--- src/rtl/instr_enc_pkg.sv ---
// instr_enc_pkg: shared R-type encoding constants, ALU op codes and encoder FSM states
package instr_enc_pkg;
    localparam logic [5:0] OPCODE_R  = 6'b000000;
    localparam logic [5:0] FUNC_AND  = 6'b100100;
    localparam logic [5:0] FUNC_OR   = 6'b100101;
    localparam logic [5:0] FUNC_XOR  = 6'b100110;
    localparam logic [5:0] FUNC_NOR  = 6'b100111;
    localparam logic [5:0] FUNC_ADD  = 6'b100000;
    localparam logic [5:0] FUNC_SUB  = 6'b100010;
    localparam logic [5:0] FUNC_SLTU = 6'b101011;
    localparam logic [5:0] FUNC_SLLV = 6'b000100;

    localparam logic [2:0] ALU_AND  = 3'b000;
    localparam logic [2:0] ALU_OR   = 3'b001;
    localparam logic [2:0] ALU_XOR  = 3'b010;
    localparam logic [2:0] ALU_NOR  = 3'b011;
    localparam logic [2:0] ALU_ADD  = 3'b100;
    localparam logic [2:0] ALU_SUB  = 3'b101;
    localparam logic [2:0] ALU_SLTU = 3'b110;
    localparam logic [2:0] ALU_SLLV = 3'b111;

    typedef enum logic [1:0] {IDLE, WRITE, PAD, DONE} state_e;
endpackage

--- src/rtl/alu_func_encoder.sv ---
// alu_func_encoder: maps a 3-bit ALU operation to the R-type func field
module alu_func_encoder
    import instr_enc_pkg::*;
(
    input  logic [2:0] alu_op,
    output logic [5:0] func
);
    always_comb begin
        func = FUNC_SLLV;
        case (alu_op)
            ALU_AND:  func = FUNC_AND;
            ALU_OR:   func = FUNC_OR;
            ALU_XOR:  func = FUNC_XOR;
            ALU_NOR:  func = FUNC_NOR;
            ALU_ADD:  func = FUNC_ADD;
            ALU_SUB:  func = FUNC_SUB;
            ALU_SLTU: func = FUNC_SLTU;
            default:  func = FUNC_SLLV;
        endcase
    end
endmodule

--- src/rtl/instr_encoder.sv ---
// instr_encoder: encodes R-type requests into sequential instruction-memory writes
// INSTR_ENC_NOP_PAD_EN fills the remaining memory with zero words after finish.
module instr_encoder
    import instr_enc_pkg::*;
#(
    parameter int ADDR_W = 6
) (
    input  logic              clk,
    input  logic              rst,
    input  logic              in_valid,
    output logic              in_ready,
    input  logic [2:0]        alu_op,
    input  logic [4:0]        rs,
    input  logic [4:0]        rt,
    input  logic [4:0]        rd,
    input  logic              finish,
    input  logic              clear,
    output logic              mem_we,
    output logic [ADDR_W-1:0] mem_addr,
    output logic [31:0]       mem_wdata,
    output logic [ADDR_W:0]   count,
    output logic              done
);
`ifdef INSTR_ENC_NOP_PAD_EN
    localparam state_e FIN_STATE = PAD;
`else
    localparam state_e FIN_STATE = DONE;
`endif

    state_e state, state_n;
    logic [ADDR_W-1:0] ptr;
    logic [31:0] word;
    logic [5:0] func;
    logic last;

    assign last = ptr == '1;

    alu_func_encoder u_func (.alu_op(alu_op), .func(func));

    always_ff @(posedge clk) state <= rst ? IDLE : state_n;

    always_comb begin
        state_n = state;
        if (clear) state_n = IDLE;
        else case (state)
            IDLE:  state_n = in_valid ? WRITE : finish ? FIN_STATE : IDLE;
            WRITE: state_n = last ? DONE : IDLE;
`ifdef INSTR_ENC_NOP_PAD_EN
            PAD:   state_n = last ? DONE : PAD;
`endif
            default: state_n = state;
        endcase
    end

    always_comb begin
        in_ready = state == IDLE;
        done = state == DONE;
`ifdef INSTR_ENC_NOP_PAD_EN
        mem_we = (state == WRITE || state == PAD) && !clear;
`else
        mem_we = state == WRITE && !clear;
`endif
        mem_addr = ptr;
        mem_wdata = state == WRITE ? word : '0;
    end

    // ptr saturates on the last address so it never wraps back to 0
    always_ff @(posedge clk) begin
        if (rst) begin
            ptr <= '0;
            count <= '0;
            word <= '0;
        end else if (clear) begin
            ptr <= '0;
            count <= '0;
        end else begin
            if (state == IDLE && in_valid) word <= {OPCODE_R, rs, rt, rd, 5'b00000, func};
            if (mem_we) begin
                count <= count + 1'b1;
                if (!last) ptr <= ptr + 1'b1;
            end
        end
    end
endmodule
--- config.mk ---
export PLATFORM = sky130hd
export DESIGN_NAME = instr_encoder
export DESIGN_NICKNAME = d
export VERILOG_FILES = /design/src/rtl/instr_enc_pkg.sv /design/src/rtl/alu_func_encoder.sv /design/src/rtl/instr_encoder.sv
export SDC_FILE = /design/constraint.sdc
export NUM_CORES = 1
export LEC_CHECK = 0
export CORE_MARGIN = 2
export CORE_UTILIZATION = 40
export CTS_BUF_LIST = sky130_fd_sc_hd__clkbuf_4
export CTS_CLUSTER_SIZE = 24
export DETAILED_ROUTE_END_ITERATION = 16
export PLACE_DENSITY = 0.89
export SYNTH_ARGS = -nofsm -noshare
export SYNTH_HDL_FRONTEND = slang
export SYNTH_HIERARCHICAL = 1
export SYNTH_SLANG_ARGS = --single-unit
--- constraint.sdc ---
create_clock -name clk -period 1.54 [get_ports clk]
set_clock_uncertainty 0.1 [all_clocks]
set_input_delay 0.231 -clock clk [delete_from_list [all_inputs] [get_ports clk]]
set_output_delay 0.231 -clock clk [all_outputs]
set_load 0.02 [all_outputs]
=== Word-level counts from Yosys, hierarchy flattened ===
Cells that the tools add are included.

* Add/subtract/negate cells: 2
* Equality and inequality tests: 9
* Multiplexer cells: 6
* Bitwise logic cells: 2
* Reductions and logical operators: 9

{| class="wikitable"
|+ Operators with widths
! kind !! number
|-
| 6-bit one-hot mux with 7 select lines || 1
|-
| 26-bit 2-to-1 mux || 1
|-
| 3-bit == test, second input constant || 3
|-
| 7-bit by 1-bit adder with 7-bit output, second input constant || 1
|-
| 6-bit by 1-bit adder with 6-bit output, second input constant || 1
|-
| 3-bit by 2-bit == test with 1-bit output, second input constant || 2
|-
| 6-bit == test, second input constant || 1
|-
| 2-bit 2-to-1 mux || 3
|-
| 2-bit one-hot mux with 2 select lines || 1
|-
| 2-bit AND reduction || 2
|-
| 3-bit by 1-bit == test with 1-bit output, second input constant || 1
|-
| 3-bit logical NOT || 1
|-
| 2-bit by 1-bit == test with 1-bit output, second input constant || 1
|-
| 2-bit == test, second input constant || 1
|-
| 1-bit logical AND || 2
|-
| 2-bit logical NOT || 1
|-
| 1-bit NOT || 2
|-
| 2-bit nonzero test || 1
|-
| 2-bit OR reduction || 1
|-
| 1-bit logical NOT || 1
|}

* Register bits: 36
* Input bits: 23
* Output and inout bits: 48

=== Logic depth before layout (Yosys ltp) ===
* Depth in word-level cells: 3
* Mapped depth: 5
* Mapped depth without buffers: 4

=== Hierarchy ===
The synthesis kept the hierarchy.

{| class="wikitable"
|+ By module, submodules not included
! module !! times used !! cells each !! area each (um^2) !! seq. area each (um^2)
|-
| instr_encoder || 1 || 212 || 1720.4 || 720.7
|-
| alu_func_encoder || 1 || 10 || 56.3 || 0.0
|}

=== Worst setup path before layout ===
No wires, ideal clock.

* Path type: reg2out
* From: reg state[0]
* To: out mem_wdata[0]
* Arrival time: 1279 ps
* Data required time: 1209 ps
* Setup slack: -70 ps
* Stages on the path, launching flop included: 5
* Path through: dfxtp_1 > buf_2 > nor2b_1 > clkbuf_1 > and2_1

* Longest elaborated chain between the ends: 2

{| class="wikitable"
|+ RTL lines
! element !! RTL line !! RTL
|-
| from (decl) || instr_encoder.sv:30 || <nowiki>state_e state, state_n;</nowiki>
|-
| from (signal assigned) || instr_encoder.sv:40 || <nowiki>always_ff @(posedge clk) state <= rst ? IDLE : state_n;</nowiki>
|-
| 2-bit by 1-bit == test with 1-bit output || instr_encoder.sv:64 || <nowiki>mem_wdata = state == WRITE ? word : '0;</nowiki>
|-
| 26-bit 2-to-1 mux || instr_encoder.sv:64 ||
|-
| to (decl) || instr_encoder.sv:20 || <nowiki>output logic [31:0] mem_wdata,</nowiki>
|}

Every way passes these cells.

=== Final worst setup path ===
* From: reg state[0]
* To: out mem_we

* Longest elaborated chain between the ends: 2

{| class="wikitable"
|+ RTL lines
! element !! RTL line !! RTL
|-
| 2-bit by 1-bit == test with 1-bit output || instr_encoder.sv:61 || <nowiki>mem_we = state == WRITE && !clear;</nowiki>
|-
| 1-bit logical AND || instr_encoder.sv:61 ||
|-
| to (decl) || instr_encoder.sv:18 || <nowiki>output logic mem_we,</nowiki>
|}

Every way passes these cells.

==> implementation parameters <==
Parameter                              Value

Worst hold path
  Worst Hold Path EP ... word[24]
  Worst min-delay path class ... input pin to flop
  Worst Hold Depth ... 3
  Hold path startpoint ... rs[3]

Setup path
  Endpoint type of the worst setup path ... output port
  Data arrival time at the worst-slack endpoint ... 1.37 ns
  Startpoint of the worst register-to-register path ... state[0]
  Worst-path cell with the longest stage delay ... sky130_fd_sc_hd__or3b_4
  Buf+Inv Stages, Crit Path ... 3
  Top delay family on crit path ... simple AND/OR/NAND/NOR gates
  Delay of the slowest cell on the worst path ... 0.40 ns
  Setup crit start kind ... flop
  Setup slack, reg-to-reg ... -0.12 ns
  Worst r2r path cells ... 6
  FF-to-FF End ... mem_addr[4]
  Largest fanout on the critical path ... 3
  Critical path class ... flop to output port
  CP Cell Sequence ... buf_4 > or3b_4 > inv_4 > buf_6
  Req. time, crit path ... 1.21 ns

GRT
  Global-route wire length before repair ... 6950 µm
  Pin count of the biggest net entering global routing ... 22
  Global-route total usage across every layer ... 17.3%
  Number of global-route vias before repair ... 1,523
  Number of antenna violations at the first check in global routing ... 0
  Leftover overflow at the end of global routing ... 0

STA
  Final Worst Setup Slack ... -0.165 ns
  Number of setup violations in the final report ... 29
  Number of failing hold endpoints at the final stage ... 0
  Achievable Freq ... 0.586 GHz
  Period utilization ... 111%
  Unrepaired setup endpoints after global routing ... true
  Minimum clock period ... 1.71 ns
  Post-Route Setup TNS ... -2.58 ns
  Pins over their slew limit ... 0

Cells and area
  Post-synthesis to final-layout area growth ... 55.9%
  Post-route non-filler standard cell count ... 346
  Number of diodes added for antenna fixing ... 0
  Fraction of final layout cells with drive strength greater than 1 ... 33.0%
  Fin util ... 64.1%
  Fin nets ... 321

Place
  Port bufs ... 59
  Gpl congestion ... 0.785
  Inst Count DP ... 332
  Half-perimeter wire length after detailed placement ... 2940 µm

Clock network
  CTS tree ... done
  Buffer depth of the longest clock path ... 2
  Clock sink total ... 36
  Post-CTS Hold Fix Bufs ... 0
  Clk root buf ... sky130_fd_sc_hd__clkbuf_4
  Clk slew on worst S/H paths ... 0.10 ns
  H-tree depth ... 2
  Number of buffers added by the clock tree synthesis step ... 5
  Insertion delay to the later sink of the worst-skew pair ... 0.34 ns

Routing
  Per-cell routed wire length ... 13.6 µm
  Via/cell ratio ... 5.04
  1st-pass router iterations ... 4
  Number of remaining DRC errors ... 0
  Post-route antenna net violation count ... 0
  Total via count after detailed routing ... 1,744
  Detailed Route WL ... 4720 µm
  Drt first-iter violations ... 87

Logic synthesis
  Prevailing post-synth register cell ... sky130_fd_sc_hd__dfxtp_1
  Synth Register Bits ... 36
  Distinct cell type count of the synthesized netlist ... 36
  Combined area of all synthesized cells ... 1780 µm²
  Ys Warns ... 6
  Number of enable-type register cells in the synthesized netlist ... 0
  Share of async-settable or async-resettable flops after synthesis ... 0%
  Mean post-synth cell area ... 8.00 µm²
  Share of synthesized area occupied by flip-flops and latches ... 40.6%
  Gate Count Post-Synth ... 222

Floorplan
  Y dimension of the die ... 70.6 µm
  Core area ... 4320 µm²
  DIE WIDTH ... 70.6 µm
  Number of I/O pins ... 71
  Number of rows created at floorplan ... 24
  Die Footprint ... 4990 µm²
  Effective utilization at floorplan ... 41.1%

Run status
  Violated checks ... setup timing
  Status ... finished, violations left

Job
  Max-Cap Viols ... 0

Pwr
  Worst-case vdd ir drop ... 0.000369 V
  Cell area power density ... 641 nW/µm²
  Leakage power total ... 1.16 nW
area by class of cell:
class	count	area, µm²
well taps	52	65.1
clock buffers	5	37.5
repair buffers	79	806
flip-flops and latches	36	728
fillers	382	1550
inverters	1	6.26
multi-input cells	173	1130
power by group:
part / total [mW] / internal (mW) / switching, mW
combinational: 0.346 / 0.175 / 0.171
sequential: 0.980 / 0.961 / 0.0191
clock: 0.450 / 0.153 / 0.297
total: 1.78 / 1.29 / 0.487
tightest hold or removal path, delay by kind of cell:
family                 cells  cell delay, ns
buffers and inverters      1            0.40
and+or+nand+nor            1            0.05
AOI/OAI and AO/OA          1            0.05
synthesized netlist by cell type (2+ instances only):
master | count | area share [%]
sky130_fd_sc_hd__mux2i_1 | 6 | 3.4
sky130_fd_sc_hd__dfxtp_1 | 36 | 41
sky130_fd_sc_hd__or4_1 | 2 | 0.84
sky130_fd_sc_hd__buf_2 | 6 | 1.7
sky130_fd_sc_hd__and2_1 | 22 | 7.7
sky130_fd_sc_hd__clkbuf_1 | 6 | 1.3
sky130_fd_sc_hd__a21oi_1 | 27 | 7.6
sky130_fd_sc_hd__a41oi_1 | 2 | 0.99
sky130_fd_sc_hd__conb_1 | 2 | 0.42
sky130_fd_sc_hd__and3_1 | 3 | 1.1
sky130_fd_sc_hd__nor2_1 | 8 | 1.7
sky130_fd_sc_hd__nand3_1 | 4 | 1.1
sky130_fd_sc_hd__nor2b_1 | 2 | 0.70
sky130_fd_sc_hd__a311oi_1 | 4 | 2.0
sky130_fd_sc_hd__nand2_1 | 53 | 11
sky130_fd_sc_hd__ha_1 | 2 | 1.4
sky130_fd_sc_hd__o31ai_1 | 2 | 0.84
sky130_fd_sc_hd__buf_4 | 12 | 5.1
sky130_fd_sc_hd__or3_1 | 4 | 1.4
sky130_fd_sc_hd__xnor2_1 | 3 | 1.5
cells in the final DEF, fill, tap and decap left out, types with 5 or more instances in the layout:
master                            netlist  layout
sky130_fd_sc_hd__a21oi_1               27      24
sky130_fd_sc_hd__clkbuf_4               0       5
sky130_fd_sc_hd__mux2i_1                6       6
sky130_fd_sc_hd__nand2_2                1       7
sky130_fd_sc_hd__clkdlybuf4s50_1        0      22
sky130_fd_sc_hd__and2_4                 0      17
sky130_fd_sc_hd__buf_6                  0      29
sky130_fd_sc_hd__dfxtp_1               36      32
sky130_fd_sc_hd__and2_1                22       5
sky130_fd_sc_hd__buf_4                 12      10
sky130_fd_sc_hd__conb_1                 2      12
sky130_fd_sc_hd__nor2_1                 8       8
sky130_fd_sc_hd__dlygate4sd2_1          0      13
sky130_fd_sc_hd__nand2_1               53      47
logic make-up after synthesis:
| kind of cell | share of synthesized area [%] |
|---|---|
| simple gates | 31.3 |
| compound gates | 13.0 |
| buf+inv | 8.45 |
| mux | 3.38 |
| xor+xnor | 1.48 |
| fa+ha+maj | 1.41 |
| other cells | 0.423 |
| flops | 40.6 |
worst max path at each step:
stage	start	end	slack [ns]	depth (start not counted)
CTS	state[0]	mem_wdata[4]	-0.19	5
finish	state[0]	mem_we	-0.17	4
floorplan	state[0]	mem_wdata[0]	0.01	4
global placement	clear	mem_we	-0.52	4
detailed placement	clear	mem_we	-0.55	4
global route	state[0]	mem_wdata[4]	-0.21	5
through the flow:
stage	cell area [µm²]	hold slack (ns)	setup WS (ns)	total power [mW]
after global placement	2470	0.337	-0.521	1.28
after global routing	2770	0.342	-0.211	1.85
after CTS	2590	0.323	-0.187	1.74
final	2770	0.333	-0.165	1.78
after floorplan	1820	0.267	0.0112	1.17
after detailed placement	2470	0.343	-0.547	1.29
registers in the layout, summed over array words and instances, names as in the netlist:
name / cells
mem_addr: 6
word: 21
state: 2
count: 7
per-layer routing:
metal  up-vias  track usage, %  wire, µm
met5         -               0         0
met4         0            8.18       105
met3        10            4.13       252
met2        65            28.3      2320
met1       790            21.6      2040
li1        879               -         -
timing repair:
item | in CTS | in global routing
pin swaps | 6 | 16
setup endpoints to repair | 65 | 45
resized for setup | 162 | 40
gates cloned | 1 | 3
buffers inserted | 3 | 3
(Power assumes the default switching activity.)
